`src/rtl/scan_rw_ctrl.sv`:
```
// Request sequencer between the static register front-end and mem_reg_mux.
// Turns one qualified request into a one-cycle scan strobe, with optional write readback and timeout.
module scan_rw_ctrl #(
    parameter int ADDR_W  = 16,
    parameter int DATA_W  = 32,
    parameter int TIMEOUT = 255
) (
    input  logic              clk,
    input  logic              rst_n,
    input  logic              id_valid,
    input  logic              static_wen,
    input  logic              static_ren,
    input  logic              static_verify,
    input  logic [ADDR_W-1:0] static_addr,
    input  logic [DATA_W-1:0] static_wdata,
    output logic              static_ready,
    output logic              static_busy,
    output logic              static_err,
    output logic              static_mismatch,
    output logic [DATA_W-1:0] static_rdata,
    output logic              scan_wen,
    output logic              scan_ren,
    output logic [ADDR_W-1:0] scan_addr,
    output logic [DATA_W-1:0] scan_wdata,
    input  logic [DATA_W-1:0] scan_rdata,
    input  logic              scan_ready
);

    localparam logic [2:0] IDLE   = 3'd0;
    localparam logic [2:0] ISSUE  = 3'd1;
    localparam logic [2:0] WAIT   = 3'd2;
    localparam logic [2:0] VISSUE = 3'd3;
    localparam logic [2:0] VWAIT  = 3'd4;

    localparam logic [15:0] CNT_LAST = 16'(TIMEOUT - 1);

    logic [2:0]        state_q, state_d;
    logic [15:0]       cnt_q, cnt_d;

    logic [ADDR_W-1:0] req_addr_q, req_addr_d;
    logic [DATA_W-1:0] req_wdata_q, req_wdata_d;
    logic              req_wr_q, req_wr_d;
    logic              req_verify_q, req_verify_d;

    logic              static_ready_q, static_ready_d;
    logic              static_busy_q, static_busy_d;
    logic              static_err_q, static_err_d;
    logic              static_mismatch_q, static_mismatch_d;
    logic [DATA_W-1:0] static_rdata_q, static_rdata_d;

    logic              scan_wen_q, scan_wen_d;
    logic              scan_ren_q, scan_ren_d;
    logic [ADDR_W-1:0] scan_addr_q, scan_addr_d;
    logic [DATA_W-1:0] scan_wdata_q, scan_wdata_d;

    logic              timed_out;

    // The wait counter covers every cycle of an access that ends without scan_ready,
    // including the strobe cycle itself, so TIMEOUT cycles of silence abort the access.
    assign timed_out = !scan_ready && (cnt_q == CNT_LAST);

    always_comb begin
        state_d           = state_q;
        cnt_d             = cnt_q;
        req_addr_d        = req_addr_q;
        req_wdata_d       = req_wdata_q;
        req_wr_d          = req_wr_q;
        req_verify_d      = req_verify_q;
        static_ready_d    = static_ready_q;
        static_err_d      = static_err_q;
        static_mismatch_d = static_mismatch_q;
        static_rdata_d    = static_rdata_q;

        case (state_q)
            IDLE: begin
                if (id_valid && (static_wen || static_ren)) begin
                    state_d           = ISSUE;
                    cnt_d             = '0;
                    req_addr_d        = static_addr;
                    req_wdata_d       = static_wdata;
                    req_wr_d          = static_wen;
                    req_verify_d      = static_wen && static_verify;
                    static_ready_d    = 1'b0;
                    static_err_d      = 1'b0;
                    static_mismatch_d = 1'b0;
                end
            end

            ISSUE, WAIT: begin
                if (scan_ready) begin
                    cnt_d = '0;
                    if (!req_wr_q) begin
                        static_rdata_d = scan_rdata;
                        static_ready_d = 1'b1;
                        state_d        = IDLE;
                    end else if (req_verify_q) begin
                        state_d = VISSUE;
                    end else begin
                        static_ready_d = 1'b1;
                        state_d        = IDLE;
                    end
                end else if (timed_out) begin
                    cnt_d          = '0;
                    static_err_d   = 1'b1;
                    static_ready_d = 1'b1;
                    state_d        = IDLE;
                end else begin
                    cnt_d   = cnt_q + 16'd1;
                    state_d = WAIT;
                end
            end

            VISSUE, VWAIT: begin
                if (scan_ready) begin
                    cnt_d             = '0;
                    static_rdata_d    = scan_rdata;
                    static_mismatch_d = (scan_rdata != req_wdata_q);
                    static_ready_d    = 1'b1;
                    state_d           = IDLE;
                end else if (timed_out) begin
                    cnt_d          = '0;
                    static_err_d   = 1'b1;
                    static_ready_d = 1'b1;
                    state_d        = IDLE;
                end else begin
                    cnt_d   = cnt_q + 16'd1;
                    state_d = VWAIT;
                end
            end

            default: begin
                state_d = IDLE;
                cnt_d   = '0;
            end
        endcase
    end

    // Scan outputs are decoded from the next state so the strobe is registered
    // and lines up exactly with the ISSUE/VISSUE cycle.
    always_comb begin
        scan_wen_d    = (state_d == ISSUE) && req_wr_d;
        scan_ren_d    = ((state_d == ISSUE) && !req_wr_d) || (state_d == VISSUE);
        scan_addr_d   = '0;
        scan_wdata_d  = '0;
        static_busy_d = (state_d != IDLE);
        if (state_d == ISSUE) begin
            scan_addr_d  = req_addr_d;
            scan_wdata_d = req_wdata_d;
        end else if (state_d == VISSUE) begin
            scan_addr_d = req_addr_d;
        end
    end

    always_ff @(posedge clk or negedge rst_n) begin
        if (!rst_n) begin
            state_q           <= IDLE;
            cnt_q             <= '0;
            req_addr_q        <= '0;
            req_wdata_q       <= '0;
            req_wr_q          <= 1'b0;
            req_verify_q      <= 1'b0;
            static_ready_q    <= 1'b0;
            static_busy_q     <= 1'b0;
            static_err_q      <= 1'b0;
            static_mismatch_q <= 1'b0;
            static_rdata_q    <= '0;
            scan_wen_q        <= 1'b0;
            scan_ren_q        <= 1'b0;
            scan_addr_q       <= '0;
            scan_wdata_q      <= '0;
        end else begin
            state_q           <= state_d;
            cnt_q             <= cnt_d;
            req_addr_q        <= req_addr_d;
            req_wdata_q       <= req_wdata_d;
            req_wr_q          <= req_wr_d;
            req_verify_q      <= req_verify_d;
            static_ready_q    <= static_ready_d;
            static_busy_q     <= static_busy_d;
            static_err_q      <= static_err_d;
            static_mismatch_q <= static_mismatch_d;
            static_rdata_q    <= static_rdata_d;
            scan_wen_q        <= scan_wen_d;
            scan_ren_q        <= scan_ren_d;
            scan_addr_q       <= scan_addr_d;
            scan_wdata_q      <= scan_wdata_d;
        end
    end

    assign static_ready    = static_ready_q;
    assign static_busy     = static_busy_q;
    assign static_err      = static_err_q;
    assign static_mismatch = static_mismatch_q;
    assign static_rdata    = static_rdata_q;
    assign scan_wen        = scan_wen_q;
    assign scan_ren        = scan_ren_q;
    assign scan_addr       = scan_addr_q;
    assign scan_wdata      = scan_wdata_q;

endmodule

```
`config.mk`:
```
export PLATFORM = sky130hd
export DESIGN_NAME = scan_rw_ctrl
export DESIGN_NICKNAME = d
export VERILOG_FILES = /design/src/rtl/scan_rw_ctrl.sv
export SDC_FILE = /design/constraint.sdc
export NUM_CORES = 1
export LEC_CHECK = 0
export CAP_MARGIN = 30
export CORE_MARGIN = 8
export CORE_UTILIZATION = 35
export CTS_CLUSTER_SIZE = 10
export DETAILED_ROUTE_END_ITERATION = 7
export HOLD_SLACK_MARGIN = 0.12
export PLACE_DENSITY_LB_ADDON = 0.3
export SLEW_MARGIN = 5
export SYNTH_ARGS = -nofsm -noshare
export SYNTH_HDL_FRONTEND = slang
export SYNTH_SLANG_ARGS = --single-unit
```
`constraint.sdc`:
```
create_clock -name clk -period 5.2 [get_ports clk]
set_clock_uncertainty 0.15 [all_clocks]
set_input_delay 0.78 -clock clk [delete_from_list [all_inputs] [get_ports clk]]
set_output_delay 0.78 -clock clk [all_outputs]
set_load 0.02 [all_outputs]
```
==> impl_results.md <==
* Total negative setup slack at 0 ns
* Reg2reg path depth at 5
* H-tree levels at 4
* Post-cts sizing count at 0
* Maximum buffer depth of the clock tree at 2
* Outcome: completed
* I/O pin count at 173
* Via count of the first global-routing pass at 4764
* Filler Cell Count at 1543
* Endpoints failing setup at 0
* Pwr per Cell Area at 569 mW/mm2
* Total standard cell area after synthesis at 0.00633 mm2
* Register bit count reported by yosys at 155
* Final slew viol count at 0
* Final period demand of the worst path at 2.57 ns
* Fraction of final layout cells sized beyond drive strength 1 at 15.8%
* Area growth, synth to finish at 39.9%
* Antenna cells at 0
* Post-route setup slack at 2.63 ns
* Length of the first detailed-routing pass in iterations at 4
* Critical Path Source: state_q[1]
* Met1 routing resource usage after global routing at 18.9%
* Top cell type by total area after synthesis: dfrtp_1
* Core area at 0.0178 mm2
* Placement Setup Slack at 2.21 ns
* Number of clock buffers inserted by TritonCTS at 17
* Most used flip-flop cell after synthesis: dfrtp_1
* Reported max-cap violation count at 0
* Worst min-delay path category: in -> async
* Synth async-reset ratio at 100%
* Die boundary height at 150 um
* Yosys warns at 0
* Peak ir drop on the vdd network at 331 uV
* Half-perimeter wire length of the detailed placement result at 12300 um
* Layer with the highest usage after global routing: met2
* GR met3 Demand/Resource at 5.08%
* Post-Synthesis Cells at 468
* Data required time of the worst path at 5.35 ns
* Syn_nets at 557
* Most common cell after layout, fill and taps aside: clkdlybuf4s50_1
* Crit path launch type: flop
* Antenna Nets Post-Route at 0
* Multi-input gate area in the final layout at 0.00228 mm2
* Wire length of the first global-routing pass at 26300 um
* Portion of the post-synthesis area used by sequential elements at 61.3%
* Critical path destination: scan_addr[1]
* Final Hold Slack at 0.125 ns
* Final wirelength at 16800 um
* Die footprint at 0.0226 mm2
* Fmax at 0.389 GHz
* Number of library cell types mapped by synthesis at 50
* RSZ-0062 raised after global routing: false
* Clock slew at reported path FFs at 0.06 ns
* Hold violation count in the final report at 0
* Post-route clock period utilization at 49.4%
* Number of buffers inserted by port buffering at 172
* Average size of a mapped cell at 13.5 um2
* Remaining design rule violation count at 0
* Skew-Pair Late Insertion Delay at 0.41 ns
* CTS tree: yes
* Share of Yosys cell area claimed by the top area cell type at 61.3%
* Std-Cell Rows at 49
* Hold-fix buffers, CTS at 0
* Net count, final at 729
* Worst reg2reg startpoint: state_q[1]
* Vias per cell at 4.97
* Global-route congestion overflow total at 0
* Placer's final routability congestion estimate at 0.814
* Number of synthesized flops with an enable pin at 0
* Type of destination of the critical path: flop
* Slew @ Worst Pin at 0.856 ns
* Number of standard cells in the final layout excluding fillers at 881
* Largest net degree at the start of global routing at 112
* Flip-flop and latch area at 0.00388 mm2
* Final total power at 5.04 mW
* Static Leakage at 4.05 nW
* Worst-path fanout max at 54
* Main area contributors after synthesis: dfrtp_1 61%, mux2_2 6.9%, xnor2_1 4.6%
* CP Data Arrival Time at 2.72 ns
* Number of buffers inserted to repair setup after CTS at 0
* Clock root buffer master: clkbuf_16
* Effective utilization at floorplan at 35.5%
* Overall via count from detail_route at 4376
* Die extent in x at 150 um
* Headroom to the max-slew limit at 42.9%
* Number of antenna violations at the first check in global routing at 0
* DR iter-0 viols at 245
* Routed wire per std cell at 19.1 um
* Worst Path Class, Setup: reg -> reg
* All-layer global routing usage at 15.2%
* Met2 capacity usage during global routing at 24.6%
* Most used cells in the layout excluding fill and tap cells: 171 x clkdlybuf4s50_1, 155 x dfrtp_1, 39 x mux2_2
* Number of placed instances, taps included at 849
* Capture point of the worst reg-to-reg path: scan_addr[1]
* # clock sinks at 155
* Minimum setup slack among reg-to-reg paths at 2.63 ns
## worst min-delay path by stage
| stage | start | endpoint | slack [ns] | depth (start not counted) |
|---|---|---|---|---|
| 4_1_cts | cnt_q[7] | cnt_q[7] | 0.34 | 1 |
| 5_1_grt | rst_n | static_rdata[29] | 0.12 | 1 |
| 3_3_place_gp | cnt_q[7] | cnt_q[7] | 0.32 | 1 |
| 3_5_place_dp | cnt_q[7] | cnt_q[7] | 0.33 | 1 |
| 2_1_floorplan | req_verify_q | req_verify_q | 0.29 | 2 |
| 6_report | rst_n | scan_wdata[28] | 0.12 | 1 |
## synth_stat cells (2+ instances only)
cell type	number
buf_4	7
nor3_1	3
a21boi_0	2
or3_1	4
clkbuf_1	7
a21o_1	33
o22ai_1	3
o2111ai_1	2
and2b_1	7
mux2_4	9
xnor2_1	33
nor2_1	3
buf_2	7
o21ai_0	6
nor2_2	2
o21a_1	4
mux2_2	39
and4_1	4
nor2b_4	9
dfrtp_1	155
nand4_1	11
nand3_1	6
buf_6	4
nand3b_1	5
and3_1	35
o31ai_1	2
ha_1	2
nand2_1	16
inv_1	6
a21oi_1	6
a31oi_1	14
nor4_1	4
## flip-flops by register name (all words and copies together) (netlist names)
| register | count |
|---|---|
| req_wdata_q | 32 |
| req_addr_q | 16 |
| cnt_q | 16 |
| scan_ren | 1 |
| static_err | 1 |
| req_wr_q | 1 |
| state_q | 3 |
| static_busy | 1 |
| static_ready | 1 |
| static_rdata | 32 |
| scan_addr | 16 |
| scan_wdata | 32 |
| scan_wen | 1 |
| req_verify_q | 1 |
| static_mismatch | 1 |
## report_power, final
| part | total (mW) | switching [mW] | internal, mW |
|---|---|---|---|
| Sequential | 1.88 | 0.239 | 1.64 |
| Clock | 1.20 | 0.468 | 0.732 |
| Combinational | 1.96 | 0.950 | 1.01 |
## critical path, stage by stage (launching register included)
cell,delay [ns]
dfrtp_1,0.48
nor3_4,0.35
buf_4,0.37
nand2_4,0.47
mux2_2,0.45
and2b_1,0.16
## layout make-up
| class | instances | area share (%) |
|---|---|---|
| Sequential cell | 155 | 43.8 |
| Multi-Input combinational cell | 282 | 25.8 |
| Timing Repair Buffer | 178 | 20.4 |
| Clock buffer | 22 | 5.24 |
| Tap cell | 229 | 3.23 |
| Clock inverter | 9 | 1.27 |
| Inverter | 6 | 0.254 |
## stage by stage
step | area [um2] | utilization [%]
final | 8860 | 49.6
after global routing | 8860 | 49.6
after CTS | 8830 | 49.5
after detailed placement | 8250 | 46.3
after global placement | 8230 | 46.1
after floorplan | 6330 | -
## metal layers
layer	part of all wire, %	vias up
met5	0	-
met2	47	181
met3	8.8	17
met4	1.5	0
li1	-	2014
met1	42	2164
## cell families after synthesis
logic type | count (synthesis) | synth area share (%)
compound gates | 78 | 8.70
fa+ha+maj | 2 | 0.395
simple gates | 119 | 12.8
flops | 155 | 61.3
mux | 49 | 9.23
xor+xnor | 34 | 4.70
buf+inv | 31 | 2.87
(Power assumes the default switching activity.)
